--- config.mk ---
export PLATFORM = sky130hd
export DESIGN_NAME = rps_match_ctrl
export DESIGN_NICKNAME = d
export VERILOG_FILES = /design/src/rtl/rps_match_ctrl.sv
export SDC_FILE = /design/constraint.sdc
export NUM_CORES = 1
export LEC_CHECK = 0
export BUFFER_PORTS_ARGS = -buffer_cell sky130_fd_sc_hd__buf_2
export CORE_UTILIZATION = 56
export DETAILED_ROUTE_END_ITERATION = 7
export GPL_ROUTABILITY_DRIVEN = 0
export PLACE_DENSITY_LB_ADDON = 0.08
export SLEW_MARGIN = 20
export SYNTH_ARGS = -nofsm -noshare
export SYNTH_HDL_FRONTEND = slang
export SYNTH_SLANG_ARGS = --single-unit
--- constraint.sdc ---
create_clock -name clk -period 3.05 [get_ports clk]
set_clock_uncertainty 0.2 [all_clocks]
set_input_delay 0.305 -clock clk [delete_from_list [all_inputs] [get_ports clk]]
set_output_delay 0.305 -clock clk [all_outputs]
set_load 0.005 [all_outputs]
--- src/rtl/rps_match_ctrl.sv ---
// rps_match_ctrl: two-player stone/paper/scissors match sequencer.
// Collects one move per player per round over valid/ready handshakes, judges
// the round, keeps the scores and declares a winner at WIN_ROUNDS.
// Optional feature macro: RPS_ROUND_TIMEOUT_EN (awards a round to the player
// who moved when the other stays silent for TIMEOUT_CYCLES cycles).
module rps_match_ctrl #(
    parameter int WIN_ROUNDS     = 3,
    parameter int SCORE_W        = 3,
    parameter int TIMEOUT_CYCLES = 255
) (
    input  logic               clk,
    input  logic               rst,
    input  logic               start,
    input  logic               p1_valid,
    input  logic [1:0]         p1_move,
    output logic               p1_ready,
    input  logic               p2_valid,
    input  logic [1:0]         p2_move,
    output logic               p2_ready,
    output logic               busy,
    output logic               round_done,
    output logic [1:0]         round_result,
    output logic [SCORE_W-1:0] p1_score,
    output logic [SCORE_W-1:0] p2_score,
    output logic               match_over,
    output logic [1:0]         match_winner,
    output logic [7:0]         result_char,
    output logic               timeout_flag
);

`ifdef RPS_ROUND_TIMEOUT_EN
    localparam bit TMO_EN = 1'b1;
`else
    localparam bit TMO_EN = 1'b0;
`endif

    localparam int CNT_W = $clog2(TIMEOUT_CYCLES + 1);
    localparam logic [SCORE_W-1:0] WIN_Q = SCORE_W'(WIN_ROUNDS);
    localparam logic [CNT_W-1:0]   TMO_Q = CNT_W'(TIMEOUT_CYCLES);

    typedef enum logic [1:0] {
        IDLE    = 2'd0,
        COLLECT = 2'd1,
        JUDGE   = 2'd2,
        DONE    = 2'd3
    } state_t;

    // Round judgement: 00 tie, 01 P1, 10 P2, 11 invalid move present.
    function automatic logic [1:0] judge(input logic [1:0] a, input logic [1:0] b);
        logic [1:0] r;
        if ((a == 2'b11) || (b == 2'b11)) begin
            r = 2'b11;
        end else if (a == b) begin
            r = 2'b00;
        end else begin
            case ({a, b})
                4'b0010: r = 2'b01; // stone beats scissors
                4'b0100: r = 2'b01; // paper beats stone
                4'b1001: r = 2'b01; // scissors beats paper
                default: r = 2'b10;
            endcase
        end
        return r;
    endfunction

    // Display code for a round result.
    function automatic logic [7:0] to_char(input logic [1:0] r);
        logic [7:0] c;
        case (r)
            2'b00:   c = 8'd0;
            2'b01:   c = 8'd49;
            2'b10:   c = 8'd50;
            default: c = 8'd63;
        endcase
        return c;
    endfunction

    state_t             state_q, state_d;
    logic               p1_cap_q, p1_cap_d, p2_cap_q, p2_cap_d;
    logic [1:0]         p1_mv_q, p1_mv_d, p2_mv_q, p2_mv_d;
    logic [SCORE_W-1:0] p1_score_q, p1_score_d, p2_score_q, p2_score_d;
    logic [1:0]         round_result_q, round_result_d;
    logic               round_done_q, round_done_d;
    logic [1:0]         match_winner_q, match_winner_d;
    logic [7:0]         result_char_q, result_char_d;
    logic               timeout_flag_q, timeout_flag_d;
    logic               tmo_q, tmo_d;
    logic [CNT_W-1:0]   cnt_q, cnt_d;
    logic               p1_fire_s, p2_fire_s;
    logic [1:0]         res_s;

    assign p1_ready     = (state_q == COLLECT) && !p1_cap_q;
    assign p2_ready     = (state_q == COLLECT) && !p2_cap_q;
    assign busy         = (state_q == COLLECT) || (state_q == JUDGE);
    assign match_over   = (state_q == DONE);
    assign round_done   = round_done_q;
    assign round_result = round_result_q;
    assign p1_score     = p1_score_q;
    assign p2_score     = p2_score_q;
    assign match_winner = match_winner_q;
    assign result_char  = result_char_q;
    assign timeout_flag = timeout_flag_q;

    // Next-state, capture, judging and score update logic.
    always_comb begin
        state_d        = state_q;
        p1_cap_d       = p1_cap_q;
        p2_cap_d       = p2_cap_q;
        p1_mv_d        = p1_mv_q;
        p2_mv_d        = p2_mv_q;
        p1_score_d     = p1_score_q;
        p2_score_d     = p2_score_q;
        round_result_d = round_result_q;
        round_done_d   = 1'b0;
        match_winner_d = match_winner_q;
        timeout_flag_d = timeout_flag_q;
        tmo_d          = tmo_q;
        cnt_d          = cnt_q;
        p1_fire_s      = p1_valid && p1_ready;
        p2_fire_s      = p2_valid && p2_ready;
        res_s          = 2'b00;

        case (state_q)
            IDLE, DONE: begin
                if (start) begin
                    p1_score_d     = '0;
                    p2_score_d     = '0;
                    round_result_d = 2'b00;
                    match_winner_d = 2'b00;
                    timeout_flag_d = 1'b0;
                    p1_cap_d       = 1'b0;
                    p2_cap_d       = 1'b0;
                    tmo_d          = 1'b0;
                    cnt_d          = '0;
                    state_d        = COLLECT;
                end else begin
                    state_d = state_q;
                end
            end
            COLLECT: begin
                if (p1_fire_s) begin
                    p1_cap_d = 1'b1;
                    p1_mv_d  = p1_move;
                end else begin
                    p1_cap_d = p1_cap_q;
                end
                if (p2_fire_s) begin
                    p2_cap_d = 1'b1;
                    p2_mv_d  = p2_move;
                end else begin
                    p2_cap_d = p2_cap_q;
                end
                if (p1_cap_d && p2_cap_d) begin
                    // A capture always wins over an expiring timeout.
                    state_d = JUDGE;
                    cnt_d   = '0;
                end else if (p1_cap_q ^ p2_cap_q) begin
                    cnt_d = cnt_q + 1'b1;
                    if (TMO_EN && (cnt_d == TMO_Q)) begin
                        tmo_d   = 1'b1;
                        state_d = JUDGE;
                    end else begin
                        state_d = COLLECT;
                    end
                end else begin
                    cnt_d = '0;
                end
            end
            JUDGE: begin
                if (tmo_q) begin
                    res_s = p1_cap_q ? 2'b01 : 2'b10;
                end else begin
                    res_s = judge(p1_mv_q, p2_mv_q);
                end
                round_done_d   = 1'b1;
                round_result_d = res_s;
                timeout_flag_d = tmo_q;
                if (res_s == 2'b01) begin
                    p1_score_d = p1_score_q + 1'b1;
                end else if (res_s == 2'b10) begin
                    p2_score_d = p2_score_q + 1'b1;
                end else begin
                    p1_score_d = p1_score_q;
                end
                p1_cap_d = 1'b0;
                p2_cap_d = 1'b0;
                tmo_d    = 1'b0;
                cnt_d    = '0;
                if (p1_score_d == WIN_Q) begin
                    match_winner_d = 2'b01;
                    state_d        = DONE;
                end else if (p2_score_d == WIN_Q) begin
                    match_winner_d = 2'b10;
                    state_d        = DONE;
                end else begin
                    state_d = COLLECT;
                end
            end
            default: begin
                state_d = IDLE;
            end
        endcase

        result_char_d = to_char(round_result_d);
    end

    // State and output registers with asynchronous reset.
    always_ff @(posedge clk or posedge rst) begin
        if (rst) begin
            state_q        <= IDLE;
            p1_cap_q       <= 1'b0;
            p2_cap_q       <= 1'b0;
            p1_mv_q        <= 2'b00;
            p2_mv_q        <= 2'b00;
            p1_score_q     <= '0;
            p2_score_q     <= '0;
            round_result_q <= 2'b00;
            round_done_q   <= 1'b0;
            match_winner_q <= 2'b00;
            result_char_q  <= 8'd0;
            timeout_flag_q <= 1'b0;
            tmo_q          <= 1'b0;
            cnt_q          <= '0;
        end else begin
            state_q        <= state_d;
            p1_cap_q       <= p1_cap_d;
            p2_cap_q       <= p2_cap_d;
            p1_mv_q        <= p1_mv_d;
            p2_mv_q        <= p2_mv_d;
            p1_score_q     <= p1_score_d;
            p2_score_q     <= p2_score_d;
            round_result_q <= round_result_d;
            round_done_q   <= round_done_d;
            match_winner_q <= match_winner_d;
            result_char_q  <= result_char_d;
            timeout_flag_q <= timeout_flag_d;
            tmo_q          <= tmo_d;
            cnt_q          <= cnt_d;
        end
    end

endmodule

Word-level counts from Yosys, hierarchy flattened
Index checks and enable logic that the tools add are counted.
{"block": "word_totals", "ff_bits": 29, "input_bits": 9}
{"block": "op_classes", "addsub": 2, "eq_ne": 18, "mux": 37, "bitwise_logic": 1, "reduce_logical": 19}
{"cell": "$mux W2", "count": 15}
{"cell": "$mux W3", "count": 6}
{"cell": "$pmux W6 S3", "count": 1}
{"cell": "$eq A2 B2 Y1 const B", "count": 6}
{"cell": "$pmux W3 S2", "count": 2}
{"cell": "$pmux W2 S2", "count": 2}
{"cell": "$reduce_and A2 Y1", "count": 4}
{"cell": "$add A3 B1 Y3 const B", "count": 2}
{"cell": "$eq A2 B1 Y1 const B", "count": 3}
{"cell": "$eq A3 B2 Y1 const B", "count": 2}
{"cell": "$mux W1", "count": 6}
{"cell": "$ne A3 B1 Y1 const B", "count": 2}
{"cell": "$pmux W1 S3", "count": 2}
{"cell": "$pmux W2 S3", "count": 1}
{"cell": "$logic_and A1 B1 Y1", "count": 5}
{"cell": "$eq A4 B2 Y1 const B", "count": 1}
{"cell": "$eq A4 B3 Y1 const B", "count": 1}
{"cell": "$eq A4 B4 Y1 const B", "count": 1}
{"cell": "$logic_not A2 Y1", "count": 2}
{"cell": "$pmux W1 S2", "count": 2}
{"cell": "$reduce_and A3 Y1", "count": 1}
{"cell": "$reduce_or A3 Y1", "count": 1}
{"cell": "$eq A2 B2 Y1", "count": 1}
{"cell": "$logic_not A1 Y1", "count": 2}
{"cell": "other kinds (5)", "count": 6}

Longest topological paths before layout
Gate-level depths: netlist of run 1.
{"block": "logic_depth", "word_depth": 15, "depth_mapped": 8, "mapped_depth_nobuf": 7}

Worst setup path after synthesis of run 1
OpenSTA, ideal clock, no wires.
{"block": "synth_path", "path_type": "register to register", "start": "register state_q[0]", "end": "register p1_score_q[0], in the netlist p1_score[0]", "arrival_ns": 1.613, "required_ns": 2.729, "slack_ns": 1.116, "stages_incl_launch_ff": 9, "path_cell_list": "dfrtp_1 > inv_1 > ha_1 > inv_2 > nor2_1 > clkbuf_1 > nor3_1 > a21o_1 > a22o_1"}
{"block": "synth_via", "elab_chain_len": 4, "elab_cells_between_ends": 8, "classes_between": "3 x eq/ne; 1 x mux; 4 x reduce/logical"}
{"element": "start: declaration", "line": "78", "rtl": "state_t state_q, state_d;"}
{"element": "start signal: assignment", "line": "225", "rtl": "state_q <= state_d;"}
{"element": "$eq A2 B2 Y1 / $logic_not A2 Y1 (equally long branches)", "line": "123", "rtl": "case (state_q)"}
{"element": "$reduce_or A2 Y1", "line": "123"}
{"element": "$ne A2 B2 Y1 (no line) / $reduce_bool A2 Y1 (equally long branches)"}
{"element": "$reduce_and A2 Y1 (no line)"}
{"element": "end signal: assignment", "line": "230", "rtl": "p1_score_q <= p1_score_d;"}
{"element": "end: declaration", "line": "81", "rtl": "logic [SCORE_W-1:0] p1_score_q, p1_score_d, p2_score_q, p2_score_d;"}
Several ways; a longest one is shown, not always the timed one.
A chain may end at the register's enable or synchronous reset.

Worst setup path after layout of run 1
{"block": "layout_path", "start": "register state_q[0]", "end": "register result_char_q[3], in the netlist result_char[3]"}
{"block": "layout_via", "elab_chain_len": 5, "elab_cells_between_ends": 9, "classes_between": "4 x eq/ne; 2 x mux; 3 x reduce/logical"}
{"element": "$eq A2 B2 Y1 / $logic_not A2 Y1 (equally long branches)", "line": "123"}
{"element": "$reduce_or A2 Y1", "line": "123"}
{"element": "$pmux W2 S2 (*)", "line": "123"}
{"element": "via round_result_d[1]", "line": "82", "rtl": "logic [1:0] round_result_q, round_result_d;"}
{"element": "$eq A2 B2 Y1 (tied with other cells)", "line": "69", "rtl": "case (r)"}
{"element": "$pmux W6 S3 (*)", "line": "69"}
{"element": "end signal: assignment", "line": "235", "rtl": "result_char_q <= result_char_d;"}
{"element": "end: declaration", "line": "85", "rtl": "logic [7:0] result_char_q, result_char_d;"}
Mark *: on every way through the listed nets, which the timed path passes. The rest lies on a longest branch.

==> flow_summary.ini, run 1 <==
[drt]
via_per_inst = 5.787
final_antenna_net_count = 0
wl_per_cell_um = 14.22
wl_um = 2944
drt_first_pass_iters = 4
via_count = 1198
drt-initial-drc-count = 16
drc = 0

[yosys]
async_flop_share_pct = 100.0
ys.flop_type = dfrtp_1
synth.area.top_cells = dfrtp_1 (39%), mux2_1 (4.8%), nor2_1 (4.6%), ha_1 (4.5%), nand2_1 (4.0%)
ys_seq_area_share_pct = 39.43
synth_cell_types = 46
synth_commonest_cells = dfrtp_1 (22), nor2_1 (17), nand2_1 (15)
netlist_area_sq_mm = 0.001396
synth_top_area_share_pct = 39.43
synth_most_common_cell = dfrtp_1
synth_edf_count = 0
syn_inst = 153
synth_area_per_cell_sq_um = 9.126
synth_seq_cells = 22
synth_top_cell_by_area = dfrtp_1
yosysWarnings = 0

[layout]
diodes = 0
final_layout_size_suffix_gt1_share_pct = 22.35
final_cell_count_no_fill = 207
postLayoutCellArea_sq_mm = 0.001575
regArea_sq_um = 550.5
nNetsFinal = 194
syn_to_final_growth_pct = 12.81
multi_input_area_sq_um = 740.7
n_fill_cell = 199

[timing]
slew_viol_final = 0
min_period_ps = 2286
rsz0062_at_grt = false
hold_viol_final = 0
relSlewSlack_pct = 43.53
fmax_mhz = 437.4
fin_crit_sh_pct = 74.95
final.hold.worst_slack_ps = 12.01
worst_pin_slew_ps = 846.2
setup_tns_ps = 0
setup_viol = 0

[clock_tree]
cts-buffers-inserted = 3
root_buffer = clkbuf_4
clockBufferDepth = 2
insertion_delay_ps = 300
numClockSinks = 22
post_cts_buffers = 0
cts_tree = built
clk_pin_slew_ps = 120
cts-htree-levels = 1

[worst_setup_path]
worstPathArrival_ps = 2340
r2r_start = state_q[0]
cp_cell_sequence = inv_1 > ha_1 > inv_2 > nor2_1 > o21ai_0 > nand2_1 > and2_1
critPathTopFamily = simple AND/OR/NAND/NOR gates
cpPeakStageDelay_ps = 560
crit_start = state_q[0]
crit_type = flop to flop
cpMaxStageDelayCell = nor2_1
startpoint_type = flop
cp_data_required_time_ps = 3100
path_max_fanout = 11
crit_path_end_kind = flop
crit_buf_inv = 2

[floorplan]
die_h_um = 51.94
ioPinCount = 33
die_w_um = 51.94
core-area_sq_mm = 0.002276
rows = 17
dieArea_sq_mm = 0.002697
start_util_pct = 61.35

[pwr]
p_total_mw = 1.437
power.switching_mw = 0.6631
switching_share_pct = 46.16
seqPwrFrac_pct = 37.4
irDropWorstVdd_v = 0.0006272
pwr-share-comb_pct = 51.5
p_leak_nw = 0.7683
internal_power_mw = 0.7736
pwr-share-clk_pct = 11.1
powerDensity_mw_per_mm2 = 912.0

[placed_design]
hpwl_um = 2146
io_buffers = 29
placed_area_sq_mm = 0.001509
dp.cells = 200

[min_path]
min-delay-start = p2_move[1]
min_path_type = primary input to flop

[global_route]
grtUsageTotal_pct = 24.15
grt_max_degree = 23
grt-ovfl-total = 0
antenna_found_initial = 0
grt_pass1_vias = 1117
grt_pass1_wl_um = 4767

[outcome]
run_status = finished clean

[run]
cap_violations = 0
logic make-up (layout without fill, tap and decap cells):
kind of cell	Yosys count	after routing	synth area share, %
simple gates	54	54	20.25
compound gates	40	40	20.61
flops	22	22	39.43
buf+inv	22	46	8.065
mux	8	8	6.272
fa+ha+maj	5	5	4.480
other cells	1	3	0.2686
xor+xnor	1	1	0.6274
metrics by stage:
stage | worst slack [ps] | utilization (%)
floorplan | 1116 | -
global route | 578.6 | 69.21
global placement | 817.4 | 66.30
CTS | 788.2 | 69.21
detailed placement | 816.0 | 66.30
finish | 764.0 | 69.21
cell type report:
cell class / count / area share [%]
inverters: 10 / 2.383
flip-flops and latches: 22 / 34.95
multi-input cells: 111 / 47.02
repair buffers: 32 / 11.12
clock buffers: 4 / 2.303
well taps: 28 / 2.224
worst paths after layout:
path	endpoint	slack, ps	cells after the start
worst max-delay path	result_char[3]	760	7
worst min-delay path	p2_mv_q[1]	10	2
worst max register to register	result_char[3]	760	7
worst min register to register	match_winner[1]	340	2
max in group asynchronous	p1_score[2]	1630	3
min in group asynchronous	round_result[1]	500	3
routing by layer:
metal  track usage, %  part of all wire, %  up-vias
li1                 -                    -      595
met4            10.36                 0.78        0
met1            28.84                   44      556
met5                0                    0        -
met3            3.801                  4.5        6
met2            42.31                   51       41
state kept, by name, indices dropped and copies added (netlist names), 2 cells and up:
| name | cells |
|---|---|
| result_char | 3 |
| p2_mv_q | 2 |
| round_result | 2 |
| match_winner | 2 |
| p1_mv_q | 2 |
| p2_score | 3 |
| state_q | 2 |
| p1_score | 3 |
cell usage in the layout, fill, tap and decap left out, drive strengths merged, types with 5 or more instances in the layout:
master  count
a21oi       8
nand2      15
inv        10
o221ai      5
buf        29
o21ai      10
ha          5
mux2        6
dfrtp      22
nor2       18
worst register-to-register path: cells and delay by family, from the launching register on:
family / cells / cell delay, ps
adder cells (fa/ha/maj): 1 / 410
flip-flops: 1 / 420
AO/OA/AOI/OAI: 1 / 260
buffers and inverters: 2 / 130
AND/OR/NAND/NOR: 3 / 830
repair_timing:
item	in CTS	in global routing
setup endpoints to repair	0	0
hold buffers	3	0
gates resized for setup	0	0
endpoints found under the hold margin	24	0
power groups by stage:
stage | sequential, mW | clock (mW) | combinational (mW)
floorplan | 0.465 | 0 | 0.626
global placement | 0.526 | 0 | 0.710
detailed placement | 0.539 | 0 | 0.732
CTS | 0.533 | 0.167 | 0.738
global route | 0.555 | 0.174 | 0.831
finish | 0.537 | 0.160 | 0.740
Power figures use the tool's default switching activity.
==> run 2: changes to the inputs <==
ABC_AREA = 1   (was unset)
CORE_UTILIZATION = 52   (was 56)
clock period = 2.31 ns   (was 3.05 ns; I/O delays follow)
==> run 2 against run 1 <==
Against the previous run: worst setup slack worse by 550 ps; highest routed layer unchanged; non-clock buffer count is 3 higher; synthesized area is 8.3% lower; global-route usage is 3.2 points lower; critical path type unchanged.
==> flow_summary.ini, run 2 <==
[outcome]
run_status = finished clean

[placed_design]
hpwl_um = 1957
io_buffers = 29
post-place-ws_ps = 243.6

[timing]
relSlewSlack_pct = 45.34
fmax_mhz = 477.6
slew_viol_final = 0
fin_crit_sh_pct = 90.64
worst_pin_slew_ps = 819.0
setup_tns_ps = 0
rsz0062_at_grt = false
setup_ws_ps = 216.2
setup_viol = 0
min_period_ps = 2094
hold_viol_final = 0

[floorplan]
core-area_sq_mm = 0.002276
die_h_um = 51.62
rows = 17
dieArea_sq_mm = 0.002664
start_util_pct = 56.24
die_w_um = 51.62
ioPinCount = 33

[clock_tree]
numClockSinks = 22
insertion_delay_ps = 300
clockBufferDepth = 2
post_cts_buffers = 0
cts-htree-levels = 1
cts_tree = built
root_buffer = clkbuf_4
clk_pin_slew_ps = 130
cts-buffers-inserted = 3

[worst_setup_path]
worstSetupEndpoint = round_result[1]
path_max_fanout = 5
crit_start = state_q[0]
r2r_cells = 8
crit_type = flop to flop
r2r_slack_ps = 220
reg2reg_to = round_result[1]
startpoint_type = flop
cp_data_required_time_ps = 2300
worstPathArrival_ps = 2090
r2r_start = state_q[0]
crit_path_end_kind = flop

[yosys]
synth_cell_types = 24
synth_edf_count = 0
netlist_area_sq_mm = 0.001280
synth_top_area_share_pct = 43.01
ys.flop_type = dfrtp_1
synth.area.top_cells = dfrtp_1 (43%), nand2_1 (13%), inv_1 (8.8%), ha_1 (4.9%), nor2_1 (4.1%)
synth_commonest_cells = nand2_1 (44), inv_1 (30), dfrtp_1 (22)
async_flop_share_pct = 100.0
syn_inst = 167
synth_top_cell_by_area = dfrtp_1
synth_area_per_cell_sq_um = 7.665
yosysWarnings = 0
synth_most_common_cell = nand2_1
ys_seq_area_share_pct = 43.01
synth_seq_cells = 22

[pwr]
pwr-share-clk_pct = 12.4
internal_power_mw = 0.8945
power.switching_mw = 0.8239
p_leak_nw = 0.9040
powerDensity_mw_per_mm2 = 1131
p_total_mw = 1.718
irDropWorstVdd_v = 0.0007566
switching_share_pct = 47.95
seqPwrFrac_pct = 32.6
pwr-share-comb_pct = 54.9

[global_route]
grt-ovfl-total = 0
grtUsageTotal_pct = 20.93
grt_pass1_wl_um = 4064
grt_pass1_vias = 995
antenna_found_initial = 0
grt_max_degree = 23

[run]
cap_violations = 0

[layout]
layout_common_cells = nand2_1 (44), inv_1 (30), buf_2 (29), dfrtp_1 (22), nor2_1 (14)
diodes = 0
final_util_pct = 66.74
nNetsFinal = 217
n_fill_cell = 202
syn_to_final_growth_pct = 18.67
layout_commonest_cell = nand2_1
final_layout_size_suffix_gt1_share_pct = 21.78

[min_path]
min_path_type = primary input to flop

[drt]
final_antenna_net_count = 0
via_per_inst = 4.878
drt_first_pass_iters = 4
drt-initial-drc-count = 40
via_count = 1122
wl_per_cell_um = 11.08
drc = 0
wl_um = 2549
==> run 2: cell families after synthesis <==
logic type | count (synthesis) | share of synthesized area (%)
adders and majority gates | 5 | 4.888
xor gates and xnor gates | 2 | 1.369
AOI/OAI and AO/OA | 19 | 9.189
and+or+nand+nor | 79 | 28.05
buffers and inverters | 39 | 13.20
other | 1 | 0.2930
DFF | 22 | 43.01
==> run 2: worst min-delay path by stage <==
stage	from	to	cells past startpoint	slack [ps]
final	p1_valid	p1_mv_q[1]	4	30
after global routing	p1_valid	p1_mv_q[1]	4	40
after CTS	p1_valid	p1_mv_q[1]	4	20
after detailed placement	p1_move[1]	p1_mv_q[1]	3	230
after global placement	rst	p2_cap_q	2	220
after floorplan	rst	match_winner[0]	1	20
==> run 2: final cells by class <==
cell class	instances	area [sq um]	area share [%]
clock buffers	4	36.28	2.389
inverters	33	123.9	8.155
repair buffers	35	205.2	13.51
multi-input cells	108	568.0	37.40
well taps	28	35.03	2.306
flip-flops and latches	22	550.5	36.24
==> run 2: critical path: stages, from the launching register on <==
cell	delay, ps
dfrtp_1	400
inv_1	70
ha_1	290
inv_1	130
nor2_1	110
nor2_1	280
inv_1	120
a32oi_1	300
inv_1	90
==> run 2: power groups by stage <==
| stage | combinational (mW) | sequential (mW) | clock, mW |
|---|---|---|---|
| finish | 0.944 | 0.561 | 0.214 |
| global placement | 0.904 | 0.563 | 0 |
| global route | 1.08 | 0.576 | 0.234 |
| detailed placement | 0.929 | 0.570 | 0 |
| floorplan | 0.697 | 0.561 | 0 |
| CTS | 0.942 | 0.561 | 0.219 |
==> run 2: repair_timing <==
action                                 in CTS  in global routing
resized for setup                           0                  0
hold buffers                                6                  0
endpoints found under the hold margin      27                  0
==> run 2: per-layer routing <==
metal | vias to the layer above | routed length (um) | global-route usage [%]
met1 | 497 | 1132 | 25.14
met4 | 0 | 12 | 8.108
met2 | 36 | 1296 | 37.66
met3 | 2 | 107 | 2.632
li1 | 587 | - | -
met5 | - | 0 | 0
==> run 2: metrics by stage <==
| stage | instances | area [sq um] | hold slack (ps) |
|---|---|---|---|
| floorplan | 169 | 1287 | 20.23 |
| global placement | 220 | 1423 | 221.1 |
| detailed placement | 220 | 1423 | 233.7 |
| CTS | 230 | 1519 | 18.65 |
| global route | 230 | 1519 | 42.06 |
| finish | 230 | 1519 | 29.69 |
==> run 3: changes to the inputs <==
BUFFER_PORTS_ARGS = -buffer_cell sky130_fd_sc_hd__clkbuf_2   (was -buffer_cell sky130_fd_sc_hd__buf_2)
RECOVER_POWER = 100   (was unset)
SETUP_SLACK_MARGIN = 0.1   (was unset)
==> run 3 against run 2 <==
Against the previous run: final area decreased by 0.17%; global-route usage rose by 1.3 points; worst hold slack worse by 26 ps; sequential power rose by 0.9%.
==> flow_summary.ini, run 3 (same netlist as run 2, synthesis figures left out) <==
[outcome]
run_status = finished clean

[timing]
worst_pin_slew_ps = 802.7
rsz0062_at_grt = true
fmax_mhz = 504.2
hold_viol_final = 0
setup_tns_ps = 0
relSlewSlack_pct = 46.43
fin_crit_sh_pct = 85.85
min_period_ps = 1983
slew_viol_final = 0
setup_viol = 0

[floorplan]
die_w_um = 51.62
die_h_um = 51.62
rows = 17
core-area_sq_mm = 0.002276
ioPinCount = 33
dieArea_sq_mm = 0.002664
start_util_pct = 56.24

[clock_tree]
post_cts_buffers = 0
numClockSinks = 22
root_buffer = clkbuf_4
cts-buffers-inserted = 3
clockBufferDepth = 2
cts-htree-levels = 1
clk_pin_slew_ps = 130
insertion_delay_ps = 310
cts_tree = built

[drt]
drc = 0
via_per_inst = 4.970
drt_first_pass_iters = 4
wl_per_cell_um = 11.31
via_count = 1143
wl_um = 2602
drt-initial-drc-count = 31
final_antenna_net_count = 0

[global_route]
grt_pass1_wl_um = 4174
antenna_found_initial = 0
grt-ovfl-total = 0
grt_max_degree = 23
grt_pass1_vias = 1008
grtUsageTotal_pct = 22.22

[placed_design]
io_buffers = 29
hpwl_um = 1960

[layout]
layout_common_cells = nand2_1 (44), inv_1 (30), clkbuf_2 (25), dfrtp_1 (22), nor2_1 (13)
final_layout_size_suffix_gt1_share_pct = 20.30
n_fill_cell = 200
multi_input_area_sq_um = 570.5
syn_to_final_growth_pct = 18.47
regArea_sq_um = 550.5
layout_commonest_cell = nand2_1
nNetsFinal = 217
diodes = 0

[min_path]
min-delay-start = p1_valid
min_to = p1_mv_q[1]
holdPathStages = 4
min_path_type = primary input to flop

[pwr]
powerDensity_mw_per_mm2 = 1142
p_total_mw = 1.732
irDropWorstVdd_v = 0.0008002
p_leak_nw = 0.8750

[worst_setup_path]
r2r_cells = 8
worstPathArrival_ps = 1980
crit_type = flop to flop
path_max_fanout = 5
reg2reg_to = round_result[1]
cp_data_required_time_ps = 2300
r2r_start = state_q[0]
startpoint_type = flop
crit_path_end_kind = flop
r2r_slack_ps = 330

[run]
cap_violations = 0
## run 3: cell count changes in the layout (fill, tap and decap cells not counted), sizes merged
| cell | change |
|---|---|
| clkbuf | +29 |
| buf | -29 |
## run 3: how the worst max path moves through the flow
stage | from | to | depth (start not counted)
finish | state_q[0] | round_result[1] | 8
global route | state_q[1] | state_q[1] | 14
CTS | state_q[0] | round_result[1] | 8
detailed placement | state_q[0] | round_result[1] | 8
global placement | state_q[0] | result_char[4] | 8
floorplan | state_q[0] | result_char[4] | 8
## run 3: area by class of cell
| cell class | count | share of cell area (%) |
|---|---|---|
| Clock buffer | 4 | 2.393 |
| Sequential cell | 22 | 36.30 |
| Inverter | 33 | 8.168 |
| Multi-Input combinational cell | 108 | 37.62 |
| Timing Repair Buffer | 35 | 13.20 |
| Tap cell | 28 | 2.310 |
## run 3: routing by layer
layer	vias up	GRT usage [%]	part of all wire [%]
li1	586	-	-
met1	519	25.09	46
met2	32	37.66	48
met3	6	3.509	2.9
met4	0	16.22	2.5
met5	-	0	0
## run 3: report_power, final
| group | switching [mW] | internal, mW | total [mW] |
|---|---|---|---|
| clock network | 0.120 | 0.0962 | 0.216 |
| logic | 0.636 | 0.314 | 0.950 |
| registers | 0.0815 | 0.484 | 0.566 |
| total | 0.837 | 0.894 | 1.73 |
## run 3: what timing repair did
item / CTS / global route
resized for setup: 0 / 1
setup endpoints to repair: 0 / 4
hold buffers: 6 / 0
hold endpoints to repair: 27 / 0
## run 3: critical path: stages (launching register included)
cell and delay (ps):
dfrtp_1 400, inv_1 70, ha_1 290, inv_1 120, nor2_1 110, nor2_2 200, inv_1 100, a32oi_1 290
inv_1 90
## run 3: through the flow
stage	hold slack, ps	setup WS, ps	std cells	utilization [%]	area, sq um
3_5_place_dp	217.6	253.6	220	62.51	1423
4_1_cts	5.151	237.1	230	66.74	1519
5_1_grt	31.63	97.80	230	66.63	1516
3_3_place_gp	203.9	375.4	220	62.51	1423
2_1_floorplan	20.23	468.5	169	-	1287
6_report	3.800	326.8	230	66.63	1516
